`src/rtl/motion_segment_executor_pkg.sv`:
```
// Shared types for the motion-segment executor: the fifo record layout and FSM states.
package beagleg;
  localparam int FractionBits = 32;
  localparam int MaxAxes = 8;

  // Executors built with fewer than MaxAxes channels use the low-order entries.
  typedef struct packed {
    logic [MaxAxes-1:0]                   dir;
    logic [MaxAxes-1:0][FractionBits-1:0] fraction;
    logic [31:0]                          loops;
    logic [31:0]                          loop_cycles;
  } MotionSegment;

  typedef enum logic [2:0] {
    IDLE     = 3'd0,
    FETCH    = 3'd1,
    LOAD     = 3'd2,
    DIR_WAIT = 3'd3,
    RUN      = 3'd4
  } state_e;
endpackage

```
`src/rtl/motion_segment_executor_dda_axis.sv`:
```
// One step channel: 32-bit DDA accumulator whose carry-out launches a fixed-width step pulse.
module dda_axis
  import beagleg::*;
#(
  parameter int StepPulseCycles = 4
) (
  input  logic                    clk,
  input  logic                    reset,
  input  logic                    clear,
  input  logic                    tick,
  input  logic [FractionBits-1:0] fraction,
  output logic                    step
);
  localparam int CntW = $clog2(StepPulseCycles + 1);

  logic [FractionBits-1:0] acc;
  logic [FractionBits:0]   sum;
  logic [CntW-1:0]         pulse_cnt;

  assign sum = {1'b0, acc} + {1'b0, fraction};

  always_ff @(posedge clk) begin
    if (reset) begin
      acc       <= '0;
      pulse_cnt <= '0;
      step      <= 1'b0;
    end else begin
      if (clear) acc <= '0;
      else if (tick) acc <= sum[FractionBits-1:0];
      // pulse_cnt holds the remaining high cycles after the current one
      if (tick && sum[FractionBits]) begin
        step      <= 1'b1;
        pulse_cnt <= CntW'(StepPulseCycles - 1);
      end else if (pulse_cnt != '0) begin
        pulse_cnt <= pulse_cnt - 1'b1;
      end else begin
        step <= 1'b0;
      end
    end
  end
endmodule

```
`src/rtl/motion_segment_executor.sv`:
```
// Constant-velocity multi-axis step generator fed by the motion-segment fifo.
// Fifo handshake: data_request is a one-cycle strobe issued only while data_available is high; the record on data is valid the following cycle (LOAD).
module motion_segment_executor
  import beagleg::*;
#(
  parameter int Axes            = 8,
  parameter int StepPulseCycles = 4,
  parameter int DirSetupCycles  = 8
) (
  input  logic                           clk,
  input  logic                           reset,
  input  logic                           data_available,
  output logic                           data_request,
  input  logic [$bits(MotionSegment)-1:0] data,
  output logic [Axes-1:0]                step,
  output logic [Axes-1:0]                dir,
  output logic                           busy,
  output logic [2:0]                     state
);
  localparam logic [31:0] MinLoop   = 32'(2 * StepPulseCycles);
  localparam logic [31:0] SetupLast = 32'(DirSetupCycles - 1);

  state_e       state_q, state_d;
  MotionSegment seg;
  logic [31:0]  eff_len;
  logic [Axes-1:0][FractionBits-1:0] fraction_q;
  logic [31:0]  loops_q, loop_len_q, loop_cnt, timer, setup_cnt;
  logic         loop_end, last_loop, tick, load;

  assign seg       = MotionSegment'(data);
  assign eff_len   = (seg.loop_cycles < MinLoop) ? MinLoop : seg.loop_cycles;
  assign loop_end  = (timer == loop_len_q - 32'd1);
  assign last_loop = (loop_cnt == loops_q - 32'd1);
  assign tick      = (state_q == RUN) && (timer == 32'd0);
  assign load      = (state_q == LOAD);
  assign state     = state_q;

  always_comb begin
    state_d = state_q;
    case (state_q)
      IDLE:     if (data_available) state_d = FETCH;
      FETCH:    state_d = LOAD;
      LOAD: begin
        if (seg.loops == 32'd0)                 state_d = data_available ? FETCH : IDLE;
        else if (seg.dir[Axes-1:0] != dir)      state_d = DIR_WAIT;
        else                                    state_d = RUN;
      end
      DIR_WAIT: if (setup_cnt == SetupLast) state_d = RUN;
      RUN:      if (loop_end && last_loop) state_d = data_available ? FETCH : IDLE;
      default:  state_d = IDLE;
    endcase
  end

  always_ff @(posedge clk) begin
    if (reset) begin
      state_q      <= IDLE;
      data_request <= 1'b0;
      busy         <= 1'b0;
      dir          <= '0;
      fraction_q   <= '0;
      loops_q      <= '0;
      loop_len_q   <= '0;
      loop_cnt     <= '0;
      timer        <= '0;
      setup_cnt    <= '0;
    end else begin
      state_q      <= state_d;
      data_request <= (state_d == FETCH);
      busy         <= (state_d != IDLE);
      case (state_q)
        LOAD: begin
          fraction_q <= seg.fraction[Axes-1:0];
          loops_q    <= seg.loops;
          loop_len_q <= eff_len;
          loop_cnt   <= '0;
          timer      <= '0;
          setup_cnt  <= '0;
          // an empty segment is dropped without touching dir
          if (seg.loops != 32'd0) dir <= seg.dir[Axes-1:0];
        end
        DIR_WAIT: setup_cnt <= setup_cnt + 32'd1;
        RUN: begin
          if (loop_end) begin
            timer    <= '0;
            loop_cnt <= loop_cnt + 32'd1;
          end else begin
            timer <= timer + 32'd1;
          end
        end
        default: ;
      endcase
    end
  end

  for (genvar i = 0; i < Axes; i++) begin : g_axis
    dda_axis #(.StepPulseCycles(StepPulseCycles)) u_dda (
      .clk      (clk),
      .reset    (reset),
      .clear    (load),
      .tick     (tick),
      .fraction (fraction_q[i]),
      .step     (step[i])
    );
  end
endmodule

```
`config.mk`:
```
export PLATFORM = sky130hd
export DESIGN_NAME = motion_segment_executor
export DESIGN_NICKNAME = d
export VERILOG_FILES = /design/src/rtl/motion_segment_executor_pkg.sv /design/src/rtl/motion_segment_executor_dda_axis.sv /design/src/rtl/motion_segment_executor.sv
export SDC_FILE = /design/constraint.sdc
export NUM_CORES = 2
export LEC_CHECK = 0
export ABC_AREA = 1
export CORE_UTILIZATION = 40
export DETAILED_ROUTE_END_ITERATION = 10
export SLEW_MARGIN = 20
export SYNTH_ARGS = -nofsm -noshare
export SYNTH_HDL_FRONTEND = slang
export SYNTH_SLANG_ARGS = --single-unit
```
`constraint.sdc`:
```
create_clock -name clk -period 2.8 [get_ports clk]
set_input_delay 0.84 -clock clk [delete_from_list [all_inputs] [get_ports clk]]
set_output_delay 0.84 -clock clk [all_outputs]
set_load 0.02 [all_outputs]
```
Yosys cells after proc, flatten, opt, wreduce, memory -nomap -nowiden
Cells that the tools add are included.
{"block": "totals", "regBits": 717, "input_bits": 331, "output_inout_bits": 21, "wordCells": 178}
{"block": "op_classes", "add_sub_neg": 21, "order_cmp": 1, "n_eq_ne": 18, "mux": 45, "reduce_logical": 44}
{"op": "32-bit by 32-bit adder with 33-bit output", "n": 8}
{"op": "32-bit one-hot mux with 2 select lines", "n": 3}
{"op": "32-bit by 1-bit adder with 32-bit output (second input constant)", "n": 3}
{"op": "32-bit two-way mux", "n": 3}
{"op": "32-bit == test", "n": 2}
{"op": "32-bit zero test", "n": 2}
{"op": "32-bit by 1-bit subtractor with 32-bit output (second input constant)", "n": 2}
{"op": "32-bit by 3-bit == test with 1-bit output (second input constant)", "n": 1}
{"op": "32-bit by 4-bit < comparator with 1-bit output (second input constant)", "n": 1}
{"op": "2-bit two-way mux", "n": 16}
{"op": "32-bit nonzero test", "n": 1}
{"op": "3-bit nonzero test", "n": 9}
{"op": "3-bit by 1-bit subtractor with 3-bit output (second input constant)", "n": 8}
{"op": "2-bit nonzero test", "n": 10}
{"op": "2-bit OR reduction", "n": 9}
{"op": "1-bit two-way mux", "n": 17}
{"op": "2-bit by 1-bit != test with 1-bit output (second input constant)", "n": 8}
{"op": "3-bit two-way mux", "n": 5}
{"op": "3-bit one-hot mux with 5 select lines", "n": 1}
{"op": "1-bit logical AND", "n": 10}
{"op": "8-bit != test", "n": 1}
{"op": "3-bit by 1-bit == test with 1-bit output (second input constant)", "n": 2}
{"op": "3-bit by 2-bit == test with 1-bit output (second input constant)", "n": 2}
{"op": "2-bit AND reduction", "n": 2}
{"op": "3 further kinds", "n": 3}

Longest topological paths before layout
{"block": "depth", "ltp_word": 6, "mapped_depth": 20, "mapped_depth_nobuf": 20}

Hierarchy
From an unflattened synthesis, not the netlist that was laid out.
{"block": "unflattened", "cells_unflattened": 7965, "area_unflattened_um2": 49897.9}
{"module": "dda_axis (g_axis[0].u_dda ...)", "instances": 7, "cells_per_inst": 680, "area_each_um2": 3789.9, "seq_area_each_um2": 720.7}
{"module": "motion_segment_executor", "instances": 1, "cells_per_inst": 2527, "area_each_um2": 19620.1, "seq_area_each_um2": 8588.2}
{"module": "dda_axis (g_axis[1].u_dda)", "instances": 1, "cells_per_inst": 678, "area_each_um2": 3748.6, "seq_area_each_um2": 720.7}

Worst setup path after synthesis
OpenSTA, ideal clock, no wires.
{"block": "synth_path", "kind": "register to register", "from": "register fraction_q[160] (netlist bit)", "to": "register g_axis[5].u_dda.acc[22]", "setup_ns": 0.109, "arrival_ns": 2.239, "required_time_ns": 2.691, "setup_slack_ns": 0.452, "path_stages_with_launch": 14, "n_path_buf": 0, "period_less_slack_ns": 2.348, "path_cell_list": "dfxtp_1 -> ha_1 -> inv_1 -> fa_1 -> o21ai_1 -> a21oi_1 -> o21ai_0 -> a21oi_1 -> o21bai_1 -> nand2_1 -> nand3b_1 -> nand3_1 -> nand2_1 -> inv_1"}
{"block": "synth_via", "elab_chain_len": 1}
{"element": "from (decl)", "line": "motion_segment_executor.sv:26", "rtl": "logic [Axes-1:0][FractionBits-1:0] fraction_q;"}
{"element": "from (signal assigned)", "line": "motion_segment_executor.sv:72", "rtl": "fraction_q <= seg.fraction[Axes-1:0];"}
{"element": "32-bit by 32-bit adder with 33-bit output", "line": "motion_segment_executor_dda_axis.sv:20", "rtl": "assign sum = {1'b0, acc} + {1'b0, fraction};"}
{"element": "to (signal assigned)", "line": "motion_segment_executor_dda_axis.sv:29", "rtl": "else if (tick) acc <= sum[FractionBits-1:0];"}
{"element": "to (decl)", "line": "motion_segment_executor_dda_axis.sv:16", "rtl": "logic [FractionBits-1:0] acc;"}
No other way between the ends.
A chain may end at the register's enable or synchronous reset.

Worst setup path in the final report
{"block": "layout_path", "from": "register g_axis[2].u_dda.step", "to": "output step[2]"}
{"element": "from (decl)", "line": "motion_segment_executor_dda_axis.sv:12", "rtl": "output logic step"}
{"element": "from (signal assigned)", "line": "motion_segment_executor_dda_axis.sv:26", "rtl": "step <= 1'b0;"}
{"element": "from (signal assigned)", "line": "motion_segment_executor_dda_axis.sv:32", "rtl": "step <= 1'b1;"}
{"element": "from (signal assigned)", "line": "motion_segment_executor_dda_axis.sv:37", "rtl": "step <= 1'b0;"}
{"element": "to (decl)", "line": "motion_segment_executor.sv:15", "rtl": "output logic [Axes-1:0] step,"}
No word-level cell between the ends.

==> flow_summary.ini <==
[logic_synthesis]
synth.yosys.seq_area_share_pct = 32.79
synth_top_flop_cell = dfxtp_1
synth_async_sr_flop_share_pct = 0
share_of_synthesized_cell_area_in_full_adder_half_adder_and_majority_cells_pct = 8.311
synth-compound-area-share_pct = 20.37
synth_area_leader_cell = dfxtp_1
yosys_warnings = 0
synth_simple_gate_area_share_pct = 24.09
synth_xor_xnor_area_share_pct = 5.959
syn-instance-count = 6177
synth_top_family_by_area = simple AND/OR/NAND/NOR gates
number_of_flops_mapped_to_enable_cells_by_yosys = 0
ys_seq_elements = 717
synth_fp_nets = 6794
synth_top_area_cells = dfxtp_1, nand2_1, ha_1
synth.mux.area_fraction_pct = 0
synth_top_area_share_pct = 32.79
post_synth.cell_area_avg_um2 = 7.088
synth.distinct_cells = 55
post_synth_instance_area_um2 = 43780

[pwr]
total_leakage_power_nw = 23.43
total_power_mw = 27.49
power.switching_fraction_pct = 29.82
max-vdd-ir-drop_uv = 426.2
power.switching_mw = 8.196
p_clk_share_pct = 40.8
intPower_mw = 19.29
pwr-share-comb_pct = 18.8
pwr-share-seq_pct = 40.4
pwr_density_cell_nw_per_um2 = 523.1

[layout]
final_common_cell = nand2_1
fraction_of_layout_instances_using_a_drive_strength_above_1_pct = 6.012
cell_area_after_layout_um2 = 52540
layout_common_cells = nand2_1, nor2_1, dfxtp_1
finish.net_count = 7169
nFillCells = 10840
layout-area-overhead-vs-synth_pct = 20.02

[timing]
worstMarginPinSlew_ns = 0.9946
finalCriticalPeriod_ns = 2.665
final_number_of_hold_violating_endpoints = 0
holdWs_ns = 0.4543
achievable-frequency_ghz = 0.3752
post-route-period-util_pct = 95.18
finalWorstSetupSlack_ns = 0.1349
finalSetupViolCount = 0
finalMaxSlewViolations = 0
fin_skew_ns = 0.02742
slew-limit-headroom_pct = 33.69

[floorplan]
fp.dieW_um = 332.8
num_io_pins = 352
core_region_area_um2 = 107800
die_y_extent_um = 332.8
effective_utilization_at_floorplan_pct = 40.61
die-area_um2 = 110800
fp-row-count = 120

[route]
ant_nets = 0
met1_length_mm = 60.45
first_drt_iteration_drcs = 2307
route.top_layer_used = met4
routed-wl-met3_mm = 5.032
vias_per_cell = 5.153
wl_mm = 129.3
detail_route.first_pass.iterations = 5
wl_per_cell_um = 16.11
dr_total_vias = 41360
routed-wl-met2_mm = 59.99
drc_errors = 0

[clock_tree]
max_root_sink_buffers = 3
clk_pin_slew_worst_paths_ns = 0.07
cts_inserted_buffers = 84
postCtsHoldBufs = 0
clockRootBuffer = clkbuf_16
worst_skew_pair.late_latency_ns = 0.67
cts_tree = done
tritoncts_num_sinks = 717
clock_tree.htree_level_count = 3

[grt]
global_route_usage_over_all_layers_pct = 22.81
grt_first_pass_wirelength_mm = 206.5
globalRouteOverflowTotal = 0
grt_antenna_before_repair = 3
grt_pass1_vias = 39360
grt_max_degree = 99

[run_status]
outcome = finished, final reports clean

[critical_path]
cp.buffers_inverters = 1
reg2reg_setup_slack_ns = 0.18
cell_with_the_biggest_individual_delay_on_the_critical_path = clkdlybuf4s50_1
critPathKind = register to primary output
setup.worst_path.end = step[2]
path_delay_family = buffers and inverters
critPathLaunch = g_axis[2].u_dda.step
cp.arrival_ns = 1.83
critPathRequiredTime_ns = 1.96
critical_path.cell_chain = clkdlybuf4s50_1
start_kind = register
path_depth = 1
worst_r2r_startpoint = loops_q[0]
ff2ff_path_depth = 17
cp_slowest_stage_delay_ns = 0.68
crit_path_end_kind = primary output
timing.rr.end = data_request
critical_path_fanouts_max = 2

[placed_design]
io_buffer_count = 351
postPlaceCellArea_um2 = 49580
finalWeightedCongestion = 0.9258
half_perimeter_wire_length_of_the_detailed_placement_result_mm = 98.69
post-place-ws_ns = -0.5591

[min_path]
timing.hold.worst.class = register to register

[flow_run]
drv_cap = 0
==> worst reg2reg max path: cells and delay by family (launching register included) <==
family	cells	cell delay [ns]
and+or+nand+nor	13	1.62
buffers and inverters	3	0.39
DFF	1	0.33
adders and majority gates	1	0.21
==> power by group through the flow <==
stage / clock (mW) / sequential, mW / combinational [mW]
after floorplan: 0 / 11.2 / 3.39
after global routing: 12.0 / 11.2 / 5.80
after CTS: 11.6 / 11.1 / 5.13
after global placement: 0 / 11.3 / 5.07
after detailed placement: 0 / 11.3 / 5.10
final: 11.2 / 11.1 / 5.18
==> registers in the layout, summed over array words and instances, names as in the netlist, 3 cells and up <==
| signal | flops |
|---|---|
| setup_cnt | 32 |
| state | 3 |
| loops_q | 32 |
| g_axis.u_dda.step | 8 |
| loop_len_q | 32 |
| g_axis.u_dda.acc | 256 |
| loop_cnt | 32 |
| fraction_q | 256 |
| timer | 32 |
| g_axis.u_dda.pulse_cnt | 24 |
| dir | 8 |
==> area by class of cell <==
type / count / area, µm² / area share (%)
Inverter: 712 / 2688 / 5.115
Timing Repair Buffer: 511 / 5076 / 9.661
Clock buffer: 109 / 2327 / 4.429
Sequential cell: 717 / 14350 / 27.32
Antenna cell: 3 / 7.507 / 0.01429
Multi-Input combinational cell: 4526 / 25860 / 49.22
Clock inverter: 45 / 474.2 / 0.9025
Tap cell: 1403 / 1755 / 3.341
==> layer usage <==
metal  global-route usage, %  vias up
met1                   29.94    18900
met4                   7.148        0
met5                       0        -
li1                        -    21460
met3                   2.868      189
met2                   38.69      801
==> synth_stat cells (10+ instances only) <==
master and count:
nand4_1 96, a211oi_1 22, o21a_1 34, a22o_1 253, o22ai_1 12, nor4_1 58, a21o_1 40, nand2_1 1007
a21boi_0 18, dfxtp_1 717, o21ai_0 440, xnor2_1 100, buf_4 11, nor3_1 89, or2_2 22, nand3b_1 25
ha_1 278, xor2_1 196, inv_1 704, nand3_1 252, o21ai_1 32, nor2_1 913, o211ai_1 37, buf_2 68
nor2_2 10, a221oi_1 19, o21bai_1 70, clkbuf_1 131, a21oi_1 435
==> worst min path at each step <==
stage	from	to	slack, ns	depth (start not counted)
after floorplan	g_axis[3].u_dda.pulse_cnt[2]	g_axis[3].u_dda.pulse_cnt[2]	0.43	1
final	g_axis[3].u_dda.pulse_cnt[2]	g_axis[3].u_dda.pulse_cnt[2]	0.45	1
after CTS	g_axis[2].u_dda.pulse_cnt[2]	g_axis[2].u_dda.pulse_cnt[2]	0.46	1
after global placement	g_axis[1].u_dda.pulse_cnt[2]	g_axis[1].u_dda.pulse_cnt[2]	0.44	1
after detailed placement	g_axis[2].u_dda.pulse_cnt[2]	g_axis[2].u_dda.pulse_cnt[2]	0.45	1
after global routing	g_axis[3].u_dda.pulse_cnt[2]	g_axis[3].u_dda.pulse_cnt[2]	0.48	1
==> through the flow <==
step,cells,setup TNS [ns],util (%)
finish,8026,0,48.74
global route,8025,-0.009188,48.74
CTS,8020,0,48.59
detailed placement,7866,-5.780,45.99
global placement,7866,-5.103,45.99
floorplan,6177,0,-
==> cells by family (layout without fill, tap and decap cells) <==
family                     Yosys count  in the layout
and+or+nand+nor                   2499           2499
adders and majority gates          286            286
DFF                                717            717
buffers and inverters              934           1377
xor gates and xnor gates           297            297
AOI/OAI and AO/OA                 1444           1444
other                                0              3
==> timing repair <==
item                       in CTS  in global routing
pin swaps                       0                  6
buffers inserted                0                  3
gates resized for setup         4                 41
setup endpoints to repair       6                115
(Power assumes the default switching activity.)
